--- config.mk ---
export PLATFORM = sky130hd
export DESIGN_NAME = mem_bus_arbiter
export DESIGN_NICKNAME = d
export VERILOG_FILES = /design/src/rtl/cpu_bus_pkg.sv /design/src/rtl/rr_pick2.sv /design/src/rtl/mem_bus_arbiter.sv
export SDC_FILE = /design/constraint.sdc
export NUM_CORES = 1
export LEC_CHECK = 0
export BUFFER_PORTS_ARGS = -buffer_cell sky130_fd_sc_hd__buf_2
export CAP_MARGIN = 20
export CORE_ASPECT_RATIO = 0.5
export CORE_UTILIZATION = 46
export CTS_CLUSTER_SIZE = 40
export DETAILED_ROUTE_END_ITERATION = 7
export PLACE_DENSITY = 0.79
export SYNTH_ARGS = -nofsm -noshare
export SYNTH_HDL_FRONTEND = slang
export SYNTH_SLANG_ARGS = --single-unit
--- constraint.sdc ---
create_clock -name clk -period 2.2 [get_ports clk]
set_clock_uncertainty 0.05 [all_clocks]
set_input_delay 0.11 -clock clk [delete_from_list [all_inputs] [get_ports clk]]
set_output_delay 0.11 -clock clk [all_outputs]
set_load 0.05 [all_outputs]
--- src/rtl/cpu_bus_pkg.sv ---
// Shared types for the core's external memory bus: arbiter states, grant
// identifiers and the read data returned when the slave never answers.
package cpu_bus_pkg;

  typedef enum logic [2:0] {
    IDLE   = 3'd0,
    I_ADDR = 3'd1,
    I_WAIT = 3'd2,
    D_ADDR = 3'd3,
    D_WAIT = 3'd4
  } arb_state_t;

  typedef enum logic {
    GRANT_INST = 1'b0,
    GRANT_DATA = 1'b1
  } grant_t;

  localparam logic [31:0] BUS_TIMEOUT_DATA = 32'hDEADBEEF;
  localparam int          WAIT_CNT_W       = 8;

endpackage

--- src/rtl/rr_pick2.sv ---
// Two-way round-robin chooser: req[0] is fetch, req[1] is data. On a tie
// the port that did not win last time gets the grant.
module rr_pick2
  import cpu_bus_pkg::*;
(
  input  logic [1:0] req,
  input  grant_t     last_grant,
  output logic       grant_valid,
  output grant_t     grant
);

  always_comb begin
    grant_valid = |req;
    grant       = GRANT_INST;
    case (req)
      2'b01:   grant = GRANT_INST;
      2'b10:   grant = GRANT_DATA;
      2'b11:   grant = (last_grant == GRANT_INST) ? GRANT_DATA : GRANT_INST;
      default: grant = GRANT_INST;
    endcase
  end

endmodule

--- src/rtl/mem_bus_arbiter.sv ---
// Shares one single-outstanding memory bus between the fetch and data ports.
// Handshake: a port holds req until its one-cycle valid; bus address phase is
// bus_req held until bus_ack; reads then wait for bus_rvalid or a timeout.
module mem_bus_arbiter
  import cpu_bus_pkg::*;
#(
  parameter int ADDR_W     = 32,
  parameter int DATA_W     = 32,
  parameter int WAIT_LIMIT = 255
) (
  input  logic              clk,
  input  logic              rst,
  input  logic              i_req,
  input  logic [ADDR_W-1:0] i_addr,
  output logic [DATA_W-1:0] i_rdata,
  output logic              i_valid,
  output logic              i_stall,
  input  logic              d_req,
  input  logic [3:0]        d_wen,
  input  logic [ADDR_W-1:0] d_addr,
  input  logic [DATA_W-1:0] d_wdata,
  output logic [DATA_W-1:0] d_rdata,
  output logic              d_valid,
  output logic              d_stall,
  output logic              bus_req,
  output logic [3:0]        bus_wen,
  output logic [ADDR_W-1:0] bus_addr,
  output logic [DATA_W-1:0] bus_wdata,
  input  logic              bus_ack,
  input  logic              bus_rvalid,
  input  logic [DATA_W-1:0] bus_rdata,
  output logic              bus_err
);

  localparam logic [WAIT_CNT_W-1:0] WAIT_LIMIT_C  = WAIT_CNT_W'(WAIT_LIMIT);
  localparam logic [DATA_W-1:0]     TIMEOUT_RDATA = DATA_W'(BUS_TIMEOUT_DATA);

  arb_state_t            state;
  grant_t                last_grant;
  logic [WAIT_CNT_W-1:0] wait_cnt;

  logic   pick_valid;
  grant_t pick;
  logic   serving_inst;
  logic   grant_ok;

  rr_pick2 u_pick (
    .req         ({d_req, i_req}),
    .last_grant  (last_grant),
    .grant_valid (pick_valid),
    .grant       (pick)
  );

  assign i_stall = i_req && !i_valid;
  assign d_stall = d_req && !d_valid;

  assign serving_inst = (state == I_ADDR) || (state == I_WAIT);
  // The completing port still holds req during its valid cycle, so grants
  // wait one cycle after any completion.
  assign grant_ok = pick_valid && !i_valid && !d_valid;

  always_ff @(posedge clk) begin
    if (rst) begin
      state      <= IDLE;
      last_grant <= GRANT_INST;
      wait_cnt   <= '0;
      i_rdata    <= '0;
      i_valid    <= 1'b0;
      d_rdata    <= '0;
      d_valid    <= 1'b0;
      bus_req    <= 1'b0;
      bus_wen    <= '0;
      bus_addr   <= '0;
      bus_wdata  <= '0;
      bus_err    <= 1'b0;
    end else begin
      i_valid <= 1'b0;
      d_valid <= 1'b0;
      bus_err <= 1'b0;
      case (state)
        IDLE: begin
          if (grant_ok) begin
            last_grant <= pick;
            bus_req    <= 1'b1;
            if (pick == GRANT_DATA) begin
              state     <= D_ADDR;
              bus_addr  <= d_addr;
              bus_wen   <= d_wen;
              bus_wdata <= d_wdata;
            end else begin
              state     <= I_ADDR;
              bus_addr  <= i_addr;
              bus_wen   <= '0;
              bus_wdata <= '0;
            end
          end
        end
        I_ADDR, D_ADDR: begin
          if (bus_ack) begin
            bus_req <= 1'b0;
            if (bus_wen != 4'b0000) begin
              d_valid <= 1'b1;
              state   <= IDLE;
            end else if (bus_rvalid) begin
              state <= IDLE;
              if (serving_inst) begin
                i_rdata <= bus_rdata;
                i_valid <= 1'b1;
              end else begin
                d_rdata <= bus_rdata;
                d_valid <= 1'b1;
              end
            end else begin
              state <= serving_inst ? I_WAIT : D_WAIT;
            end
          end
        end
        I_WAIT, D_WAIT: begin
          if (bus_rvalid || (wait_cnt == WAIT_LIMIT_C)) begin
            state    <= IDLE;
            wait_cnt <= '0;
            bus_err  <= !bus_rvalid;
            if (serving_inst) begin
              i_rdata <= bus_rvalid ? bus_rdata : TIMEOUT_RDATA;
              i_valid <= 1'b1;
            end else begin
              d_rdata <= bus_rvalid ? bus_rdata : TIMEOUT_RDATA;
              d_valid <= 1'b1;
            end
          end else begin
            wait_cnt <= wait_cnt + 1'b1;
          end
        end
        default: begin
          state    <= IDLE;
          bus_req  <= 1'b0;
          wait_cnt <= '0;
        end
      endcase
    end
  end

endmodule

==> impl_metrics.csv, run 1 <==
group,metric,value,unit
status,status,"completed",
power_and_ir_drop,cellPowerDensity,997,mW/mm2
drt,wl_per_cell,15.4,um
critical_path,worstSetupPathType,"reg -> reg",
synthesis,synth_edf_count,0,
clock_network,clock_path_buffers,2,
clock_network,insertion_delay,0.40,ns
finish,layout.cells.non_filler,1176,
floorplanning,die_area,0.0131,mm2
finish,antenna_cells,0,
synthesis,synthTopCellsByArea,"dfxtp_1 51%, a211oi_1 9.2%, nor2_1 7.7%",
finish,syn_to_final_growth,50.9,%
drt,drtPass1Iterations,5,
floorplanning,core,0.0121,mm2
sta,tns,0,ns
synthesis,ys_warn_count,0,
clock_network,cts_resized,0,
power_and_ir_drop,leakagePower,3.94,nW
hold_path,hold_class,"in -> reg",
critical_path,ff2ff_setup_slack,0.11,ns
global_routing,grt_max_degree,102,
sta,rsz0062_at_grt,"false",
critical_path,critical_path_required,2.45,ns
synthesis,synth_top_family_by_area,"simple AND/OR/NAND/NOR gates",
synthesis,synth_compound_area_frac,0.181,
synthesis,yosys-top-cells-count,"148 x dfxtp_1, 119 x nor2_1, 71 x a211oi_1, 64 x nand2_1, 59 x a21oi_1",
drt,drtAntennaViolNets,0,
synthesis,synth_top_area_cell,"dfxtp_1",
synthesis,syn_inst,667,
placement,place_inst,1063,
clock_network,clock-sinks,148,
placement,dpl.hpwl,11000,um
synthesis,syn_area,0.00582,mm2
synthesis,async_reset_ff_frac,0,
sta,period_share,0.951,
floorplanning,die-width,161,um
critical_path,cp.arrival,2.35,ns
critical_path,worstPathMaxFanout,13,
critical_path,end_kind,"flip-flop",
global_routing,grt_util_met3,0.0596,
floorplanning,start_util,0.482,
synthesis,muxShareOfSynthArea,0.0584,
drt,first_iter_violations,413,
floorplanning,die_h,81.6,um
global_routing,grt_use_met2,0.461,
synthesis,yosys.area_share.simple,0.193,
power_and_ir_drop,ir_drop,0.591,mV
hold_path,hp-start,"d_addr[15]",
finish,layout-drive-gt1-share,0.335,
drt,routed_wirelength,18100,um
synthesis,synth-adder-area-share,0.00215,
drt,vias_per_cell,5.27,
floorplanning,io_pins,276,
global_routing,antenna_found_initial,0,
finish,final_util,0.727,
synthesis,synth_xor_xnor_area_share,0.0105,
global_routing,use_met1,0.312,
global_routing,grt_pass1_wl,27700,um
synthesis,yosysSeqAreaShare,0.509,
placement,port_buffers,275,
finish,final_nets,1137,
critical_path,r2r_end,"i_rdata[28]$_SDFFE_PP0P_",
hold_path,worstHoldPathCells,3,
sta,maxSlewViolCount,0,
synthesis,synth_ff_type,"dfxtp_1",
hold_path,holdPathEnd,"bus_addr[15]$_SDFFE_PP0P_",
clock_network,numCtsBuffers,17,
sta,hold_violations,0,
clock_network,clkSlewWorstSetupHoldPaths,0.06,ns
synthesis,synth.net_count,806,
synthesis,synthDistinctLibCells,40,
critical_path,startpoint_type,"flip-flop",
global_routing,grt-ovfl-total,0,
sta,min_period,2.09,ns
global_routing,busiest_layer,"met2",
synthesis,ys_ff_latch,148,
placement,gp_congestion,0.780,
sta,hold-worst-slack,0.00682,ns
global_routing,grt_pass1_vias,5823,
sta,maxSlewHeadroom,0.625,
critical_path,rr_worst_depth,6,
synthesis,synth_top_cell_area_share,0.509,
critical_path,r2r_start,"bus_wen[0]$_SDFFE_PP0P_",
job,maxCapViolations,0,
floorplanning,rows,28,
sta,finalSetupViolations,0,
global_routing,grt_usage,0.262,
drt,drcViolationCount,0,
drt,via_count,6203,
clock_network,cts_tree,"done",
finish,fill_cells,873,
sta,tightest_slew,0.562,ns
clock_network,root_buffer,"clkbuf_16",
sta,fmax,478,MHz
clock_network,cts_max_level,4,
synthesis,synth_most_common_cell,"dfxtp_1",
synthesis,synth.avg_cell_area,8.73,um2
==> layout by cell type, fill, tap and decap left out, types with 2 or more instances in the layout <==
master,instances
and4_1,2
clkbuf_16,18
clkinv_4,2
dlygate4sd3_1,79
nor3_1,4
buf_12,6
inv_6,6
a211oi_1,71
mux2i_1,34
nor2b_1,2
nand2b_1,2
nand4_1,4
nor4_1,2
xnor2_1,2
xor2_1,5
buf_4,11
nor2_1,119
nand2_1,64
buf_2,274
nand3_1,57
dfxtp_1,148
inv_1,2
a21oi_1,59
a211oi_2,10
inv_8,4
==> kinds of logic (layout without fill, tap and decap cells) <==
| group | after synthesis | count (layout) |
|---|---|---|
| compound gates | 152 | 152 |
| xor+xnor | 7 | 7 |
| fa+ha+maj | 1 | 1 |
| buf+inv | 61 | 405 |
| flops | 148 | 148 |
| mux | 34 | 34 |
| simple gates | 264 | 264 |
==> worst max-delay path by stage <==
stage / depth (start not counted) / start / to
after floorplan: 7 / bus_wen[0]$_SDFFE_PP0P_ / i_rdata[18]$_SDFFE_PP0P_
after global placement: 6 / bus_wen[0]$_SDFFE_PP0P_ / i_rdata[1]$_SDFFE_PP0P_
after detailed placement: 6 / bus_wen[0]$_SDFFE_PP0P_ / i_rdata[9]$_SDFFE_PP0P_
after CTS: 6 / bus_wen[0]$_SDFFE_PP0P_ / i_rdata[26]$_SDFFE_PP0P_
after global routing: 6 / bus_wen[0]$_SDFFE_PP0P_ / i_rdata[9]$_SDFFE_PP0P_
final: 6 / bus_wen[0]$_SDFFE_PP0P_ / i_rdata[28]$_SDFFE_PP0P_
==> power by group <==
group | switching (W) | internal (W) | total (W)
Sequential | 0.000179 | 0.00298 | 0.00316
Combinational | 0.00192 | 0.000809 | 0.00273
Clock | 0.00126 | 0.00161 | 0.00287
Total | 0.00336 | 0.00540 | 0.00876
==> worst max-delay path, cell delays in order, from the launching register on <==
cell	delay [ns]
dfxtp_1	0.34
or4_1	0.55
o31a_1	0.35
o32ai_4	0.21
buf_12	0.19
nor2_1	0.05
a211oi_1	0.26
==> timing repair <==
action | CTS | global route
setup endpoints to repair | 0 | 3
setup buffers | 0 | 1
hold endpoints to repair | 73 | 0
hold buffers | 79 | 0
==> per-layer routing <==
metal / up-vias / share of wire
met5: - / 0
met4: 0 / 0.033
met3: 65 / 0.055
met2: 256 / 0.50
met1: 2862 / 0.41
li1: 3020 / -
==> sequential cells by signal, summed over array words and instances (netlist names), 3 cells and up <==
register	count
bus_wen	4
bus_wdata	32
state	3
bus_addr	32
wait_cnt	8
d_rdata	32
i_rdata	32
==> per-stage QoR <==
| step | total power (W) | instance area [um2] | setup slack (ns) |
|---|---|---|---|
| 4_1_cts | 0.00874 | 8750 | 0.0645 |
| 3_3_place_gp | 0.00570 | 7380 | 0.207 |
| 3_5_place_dp | 0.00576 | 7380 | 0.133 |
| 5_1_grt | 0.00913 | 8780 | 0.00998 |
| 6_report | 0.00876 | 8780 | 0.107 |
| 2_1_floorplan | 0.00509 | 5820 | 0.0325 |
==> area by class of cell <==
type | instances | area [um2] | share of cell area
Sequential cell | 148 | 2960 | 0.337
Multi-Input combinational cell | 458 | 2640 | 0.300
Timing Repair Buffer | 371 | 2390 | 0.272
Clock buffer | 17 | 425 | 0.0484
Tap cell | 165 | 206 | 0.0235
Clock inverter | 15 | 158 | 0.0179
Inverter | 2 | 7.51 | 0.000855
Power figures use the tool's default switching activity.
==> run 2, diff against run 1 <==
CORE_UTILIZATION = 41   (was 46)
HOLD_SLACK_MARGIN = 0.12   (was default)
PLACE_DENSITY = 0.72   (was 0.79)
==> run 2 against run 1 <==
Against the previous run:
- combinational power grew 5%
- via count grew 2.7%
- worst hold slack gained 0.27 ns
- sequential cell count is the same
- global-route usage shrank 0.20 points
- non-clock buffer count grew 58
- final area grew 7.7%
- utilization shrank 3.6 points
- critical path depth is the same
- sequential share of layout area shrank 2.4 points
- wire length grew 8.1%
- first-iteration DRC count shrank 17%
- critical path type unchanged
- critical endpoint is now i_rdata[30]$_SDFFE_PP0P_
- highest routed layer unchanged
==> impl_metrics.csv, run 2 (same netlist as run 1, synthesis figures left out) <==
group,metric,value,unit
critical_path,rr_worst_depth,6,
drt,wl_per_cell,15.5,um
clock_network,cts_tree,"done",
global_routing,grt_pass1_wl,30500,um
finish,layout.cells.non_filler,1261,
floorplanning,die_h,86.3,um
clock_network,numCtsBuffers,17,
floorplanning,core,0.0137,mm2
finish,regArea,0.00296,mm2
power_and_ir_drop,swShare,0.372,
power_and_ir_drop,cellPowerDensity,962,mW/mm2
power_and_ir_drop,p_clk_frac,0.340,
drt,drtPass1Iterations,4,
floorplanning,die-width,171,um
placement,gp_congestion,0.789,
critical_path,end_kind,"flip-flop",
sta,finalSetupViolations,0,
finish,syn_to_final_growth,62.5,%
critical_path,ff2ff_setup_slack,0.14,ns
power_and_ir_drop,power_frac_seq,0.346,
finish,layout-drive-gt1-share,0.320,
power_and_ir_drop,power.net_switching,0.00339,W
power_and_ir_drop,share_comb_of_total_power,0.315,
finish,final_common_cell,"buf_2",
placement,port_buffers,275,
finish,multi_input_area,0.00264,mm2
finish,antenna_cells,0,
critical_path,worstPathMaxFanout,28,
clock_network,clkSlewWorstSetupHoldPaths,0.07,ns
sta,fmax,486,MHz
clock_network,root_buffer,"clkbuf_16",
critical_path,cp.arrival,2.31,ns
placement,dpl.hpwl,11000,um
finish,final_util,0.691,
drt,vias_per_cell,5.05,
floorplanning,io_pins,276,
power_and_ir_drop,ir_drop,0.456,mV
power_and_ir_drop,p_int,0.00571,W
drt,drtAntennaViolNets,0,
drt,routed_wirelength,19500,um
floorplanning,rows,30,
placement,place_inst,1091,
sta,maxSlewViolCount,0,
power_and_ir_drop,finalPower,0.00911,W
sta,period_share,0.936,
hold_path,holdPathEnd,"bus_wdata[4]$_SDFFE_PP0P_",
clock_network,clock-sinks,148,
sta,maxSlewHeadroom,0.664,
floorplanning,die_area,0.0147,mm2
hold_path,hp-start,"i_req",
clock_network,insertion_delay,0.40,ns
status,status,"completed",
clock_network,cts_max_level,4,
drt,via_count,6369,
critical_path,startpoint_type,"flip-flop",
global_routing,grt-ovfl-total,0,
clock_network,clock_path_buffers,2,
floorplanning,start_util,0.425,
critical_path,r2r_end,"i_rdata[30]$_SDFFE_PP0P_",
power_and_ir_drop,leakagePower,4.21,nW
job,maxCapViolations,0,
critical_path,worstSetupPathType,"reg -> reg",
drt,drcViolationCount,0,
sta,rsz0062_at_grt,"false",
global_routing,grt_max_degree,102,
global_routing,antenna_found_initial,0,
critical_path,r2r_start,"bus_wen[0]$_SDFFE_PP0P_",
sta,min_period,2.06,ns
hold_path,hold_class,"in -> reg",
global_routing,grt_pass1_vias,6333,
sta,hold_violations,0,
sta,tightest_slew,0.498,ns
critical_path,critical_path_required,2.46,ns
finish,final_nets,1195,
finish,final_cell_area,0.00946,mm2
placement,place_area,0.00742,mm2
drt,first_iter_violations,342,
hold_path,worstHoldPathCells,5,
finish,fill_cells,1062,
global_routing,grt_usage,0.260,
sta,tns,0,ns
finish,layout_common_cells,"274 x buf_2, 148 x dfxtp_1, 135 x dlygate4sd3_1, 119 x nor2_1, 70 x a211oi_1",
==> run 2: changes by cell type in the layout (fill, tap and decap cells not counted), sizes merged <==
cell and delta:
buf +3, clkbuf -1, clkinv -3, clkinvlp +1, dlygate4sd3 +56, bufinv +2
==> run 2: layer usage <==
layer	GRT usage	share of wire	up-vias
li1	-	-	3119
met1	0.301	0.41	2951
met2	0.460	0.51	237
met3	0.0548	0.044	62
met4	0.133	0.037	0
met5	0	0	-
==> run 2: worst max path at each step <==
stage                                        from                        to  slack [ns]
after floorplan           bus_wen[0]$_SDFFE_PP0P_  i_rdata[18]$_SDFFE_PP0P_        0.03
after global placement    bus_wen[1]$_SDFFE_PP0P_   i_rdata[7]$_SDFFE_PP0P_        0.18
after detailed placement  bus_wen[1]$_SDFFE_PP0P_  i_rdata[30]$_SDFFE_PP0P_        0.06
after CTS                 bus_wen[1]$_SDFFE_PP0P_  i_rdata[17]$_SDFFE_PP0P_        0.02
after global routing      bus_wen[1]$_SDFFE_PP0P_   i_rdata[4]$_SDFFE_PP0P_        0.02
final                     bus_wen[0]$_SDFFE_PP0P_  i_rdata[30]$_SDFFE_PP0P_        0.14
==> run 2: layout make-up <==
class	instances	share of cell area
Sequential cell	148	0.313
Timing Repair Buffer	429	0.315
Clock buffer	17	0.0450
Inverter	2	0.000793
Clock inverter	15	0.0214
Tap cell	192	0.0254
Multi-Input combinational cell	458	0.279
==> run 2: critical path, cell delays in order, from the launching register on <==
cell and delay, ns:
dfxtp_1 0.31, or4_1 0.55, o31a_1 0.30, o32ai_4 0.18, buf_12 0.24, nor2_1 0.08
a211oi_1 0.25
==> run 2: metrics by stage <==
stage | setup slack, ns | hold WS [ns]
after floorplan | 0.0325 | 0.212
after detailed placement | 0.0614 | 0.324
after CTS | 0.0166 | 0.326
after global placement | 0.182 | 0.315
after global routing | 0.0247 | 0.302
final | 0.140 | 0.281
==> run 2: what timing repair did <==
action,CTS,global route
pin swaps,0,3
gates resized for setup,0,3
hold buffers,135,0
hold endpoints to repair,138,0
gates cloned,1,0
buffers inserted,0,2
endpoints found under the setup margin,1,18
==> run 2: power by group through the flow <==
stage | logic (W) | clock network (W) | registers (W)
3_5_place_dp | 0.00255 | 0 | 0.00320
4_1_cts | 0.00280 | 0.00315 | 0.00314
2_1_floorplan | 0.000936 | 0 | 0.00416
6_report | 0.00287 | 0.00309 | 0.00315
5_1_grt | 0.00304 | 0.00328 | 0.00318
3_3_place_gp | 0.00252 | 0 | 0.00319
==> run 3, diff against run 2 <==
CELL_PAD_IN_SITES_DETAIL_PLACEMENT = 2   (was default)
CELL_PAD_IN_SITES_GLOBAL_PLACEMENT = 2   (was default)
CORE_UTILIZATION = 25   (was 41)
PLACE_DENSITY = 0.78   (was 0.72)
==> run 3 against run 2 <==
Against the previous run:
- the run now ends with setup timing left
- worst setup slack worse by 0.17 ns
- global-route usage is 2.6 points lower
- register-to-register slack worse by 0.17 ns
- final area is 1.5% higher
- wire length is 53% higher
- critical endpoint is now i_rdata[0]$_SDFFE_PP0P_
- non-clock buffer count is 1 lower
- worst hold slack hardly changed
==> impl_metrics.csv, run 3 (same netlist as run 1, synthesis figures left out) <==
group,metric,value,unit
power_and_ir_drop,power_frac_seq,0.343,
drt,drcViolationCount,0,
drt,first_iter_violations,234,
finish,final_common_cell,"buf_2",
power_and_ir_drop,share_comb_of_total_power,0.334,
drt,vias_per_cell,4.88,
global_routing,grt_usage,0.234,
global_routing,grt_pass1_vias,7390,
floorplanning,start_util,0.255,
drt,drtAntennaViolNets,0,
critical_path,end_kind,"flip-flop",
clock_network,clock_path_buffers,2,
placement,gp_congestion,0.779,
critical_path,cp.arrival,2.52,ns
critical_path,rr_worst_depth,7,
finish,regArea,0.00296,mm2
finish,multi_input_area,0.00265,mm2
power_and_ir_drop,p_int,0.00569,W
finish,final_util,0.420,
floorplanning,die_h,110,um
placement,port_buffers,275,
critical_path,ff2ff_setup_slack,-0.03,ns
sta,fmax,448,MHz
sta,tightest_slew,0.602,ns
clock_network,cts_tree,"done",
sta,maxSlewHeadroom,0.598,
drt,via_count,6730,
critical_path,worstPathMaxFanout,7,
hold_path,worstHoldPathCells,5,
sta,hold_violations,0,
finish,final_nets,1194,
hold_path,hold_class,"in -> reg",
floorplanning,rows,39,
global_routing,grt_max_degree,57,
power_and_ir_drop,ir_drop,0.564,mV
sta,setup_ws,-0.0329,ns
clock_network,insertion_delay,0.44,ns
clock_network,clock-sinks,148,
power_and_ir_drop,leakagePower,4.20,nW
global_routing,grt_pass1_wl,42200,um
critical_path,critical_path_required,2.48,ns
drt,drtPass1Iterations,5,
hold_path,hp-start,"i_req",
status,violations,"setup timing",
placement,dpl.hpwl,15600,um
sta,min_period,2.23,ns
floorplanning,die-width,218,um
floorplanning,core,0.0228,mm2
critical_path,r2r_end,"i_rdata[0]$_SDFFE_PP0P_",
drt,routed_wirelength,29800,um
power_and_ir_drop,power.net_switching,0.00362,W
global_routing,grt-ovfl-total,0,
hold_path,holdPathEnd,"bus_wen[3]$_SDFFE_PP0P_",
finish,fill_cells,2495,
critical_path,worstSetupPathType,"reg -> reg",
power_and_ir_drop,finalPower,0.00931,W
finish,syn_to_final_growth,64.9,%
placement,dp_slack,-0.00277,ns
clock_network,numCtsBuffers,17,
clock_network,cts_max_level,4,
finish,layout-drive-gt1-share,0.320,
power_and_ir_drop,p_clk_frac,0.324,
clock_network,root_buffer,"clkbuf_16",
drt,wl_per_cell,21.6,um
sta,tns,-0.110,ns
clock_network,clkSlewWorstSetupHoldPaths,0.07,ns
status,status,"complete, but fails checks",
floorplanning,die_area,0.0239,mm2
job,maxCapViolations,0,
sta,hold-worst-slack,0.280,ns
floorplanning,io_pins,276,
finish,layout_common_cells,"274 x buf_2, 148 x dfxtp_1, 135 x dlygate4sd3_1, 118 x nor2_1, 70 x a211oi_1",
power_and_ir_drop,cellPowerDensity,970,mW/mm2
sta,maxSlewViolCount,0,
critical_path,startpoint_type,"flip-flop",
global_routing,antenna_found_initial,2,
sta,finalSetupViolations,8,
critical_path,r2r_start,"bus_wen[0]$_SDFFE_PP0P_",
power_and_ir_drop,swShare,0.389,
sta,period_share,1.01,
==> run 3: how the worst max path moves through the flow <==
stage,end,startpoint,slack [ns],cells after the start
2_1_floorplan,i_rdata[18]$_SDFFE_PP0P_,bus_wen[0]$_SDFFE_PP0P_,0.03,7
3_3_place_gp,i_rdata[29]$_SDFFE_PP0P_,bus_wen[0]$_SDFFE_PP0P_,0.15,6
3_5_place_dp,i_rdata[2]$_SDFFE_PP0P_,bus_wen[0]$_SDFFE_PP0P_,-0.003,6
4_1_cts,i_rdata[27]$_SDFFE_PP0P_,bus_wen[0]$_SDFFE_PP0P_,0.01,6
5_1_grt,i_rdata[0]$_SDFFE_PP0P_,bus_wen[0]$_SDFFE_PP0P_,-0.06,7
6_report,i_rdata[0]$_SDFFE_PP0P_,bus_wen[0]$_SDFFE_PP0P_,-0.03,7
==> run 3: area by class of cell <==
cell class	count	area share
antenna	5	0.00130
clock buffer	22	0.0504
clock inverter	9	0.0107
inverter	2	0.000782
multi-input combinational	458	0.276
sequential	148	0.309
tap	307	0.0400
timing repair buffer	428	0.312
==> run 3: timing repair <==
| item | CTS | global route |
|---|---|---|
| hold buffers | 135 | 0 |
| setup buffers | 0 | 2 |
| cloned | 0 | 3 |
| setup endpoints to repair | 3 | 55 |
| hold endpoints to repair | 138 | 0 |
| resized for setup | 0 | 12 |
| pin swaps | 1 | 2 |
==> run 3: layer usage <==
layer / global-route usage / up-vias / part of all wire
met5: 0 / - / 0
met2: 0.448 / 179 / 0.55
met3: 0.0470 / 92 / 0.028
met1: 0.234 / 3344 / 0.37
met4: 0.158 / 0 / 0.052
li1: - / 3115 / -
==> run 3: power by group through the flow <==
| stage | registers (W) | clock network, W | logic, W |
|---|---|---|---|
| floorplan | 0.00416 | 0 | 0.000936 |
| finish | 0.00319 | 0.00301 | 0.00311 |
| detailed placement | 0.00321 | 0 | 0.00270 |
| global placement | 0.00319 | 0 | 0.00262 |
| CTS | 0.00316 | 0.00303 | 0.00293 |
| global route | 0.00322 | 0.00319 | 0.00327 |
==> run 3: critical path, cell delays in order (launching register included) <==
cell,delay (ns)
dfxtp_1,0.34
or4_1,0.60
o31a_1,0.33
o32ai_4,0.16
buf_4,0.19
clkbuf_16,0.15
nor2_1,0.05
a211oi_1,0.26
==> run 3: stage by stage <==
stage / std cells / area, um2
after detailed placement: 1203 / 7560
after CTS: 1369 / 9500
after global placement: 1203 / 7560
after global routing: 1376 / 9590
final: 1379 / 9600
after floorplan: 667 / 5820
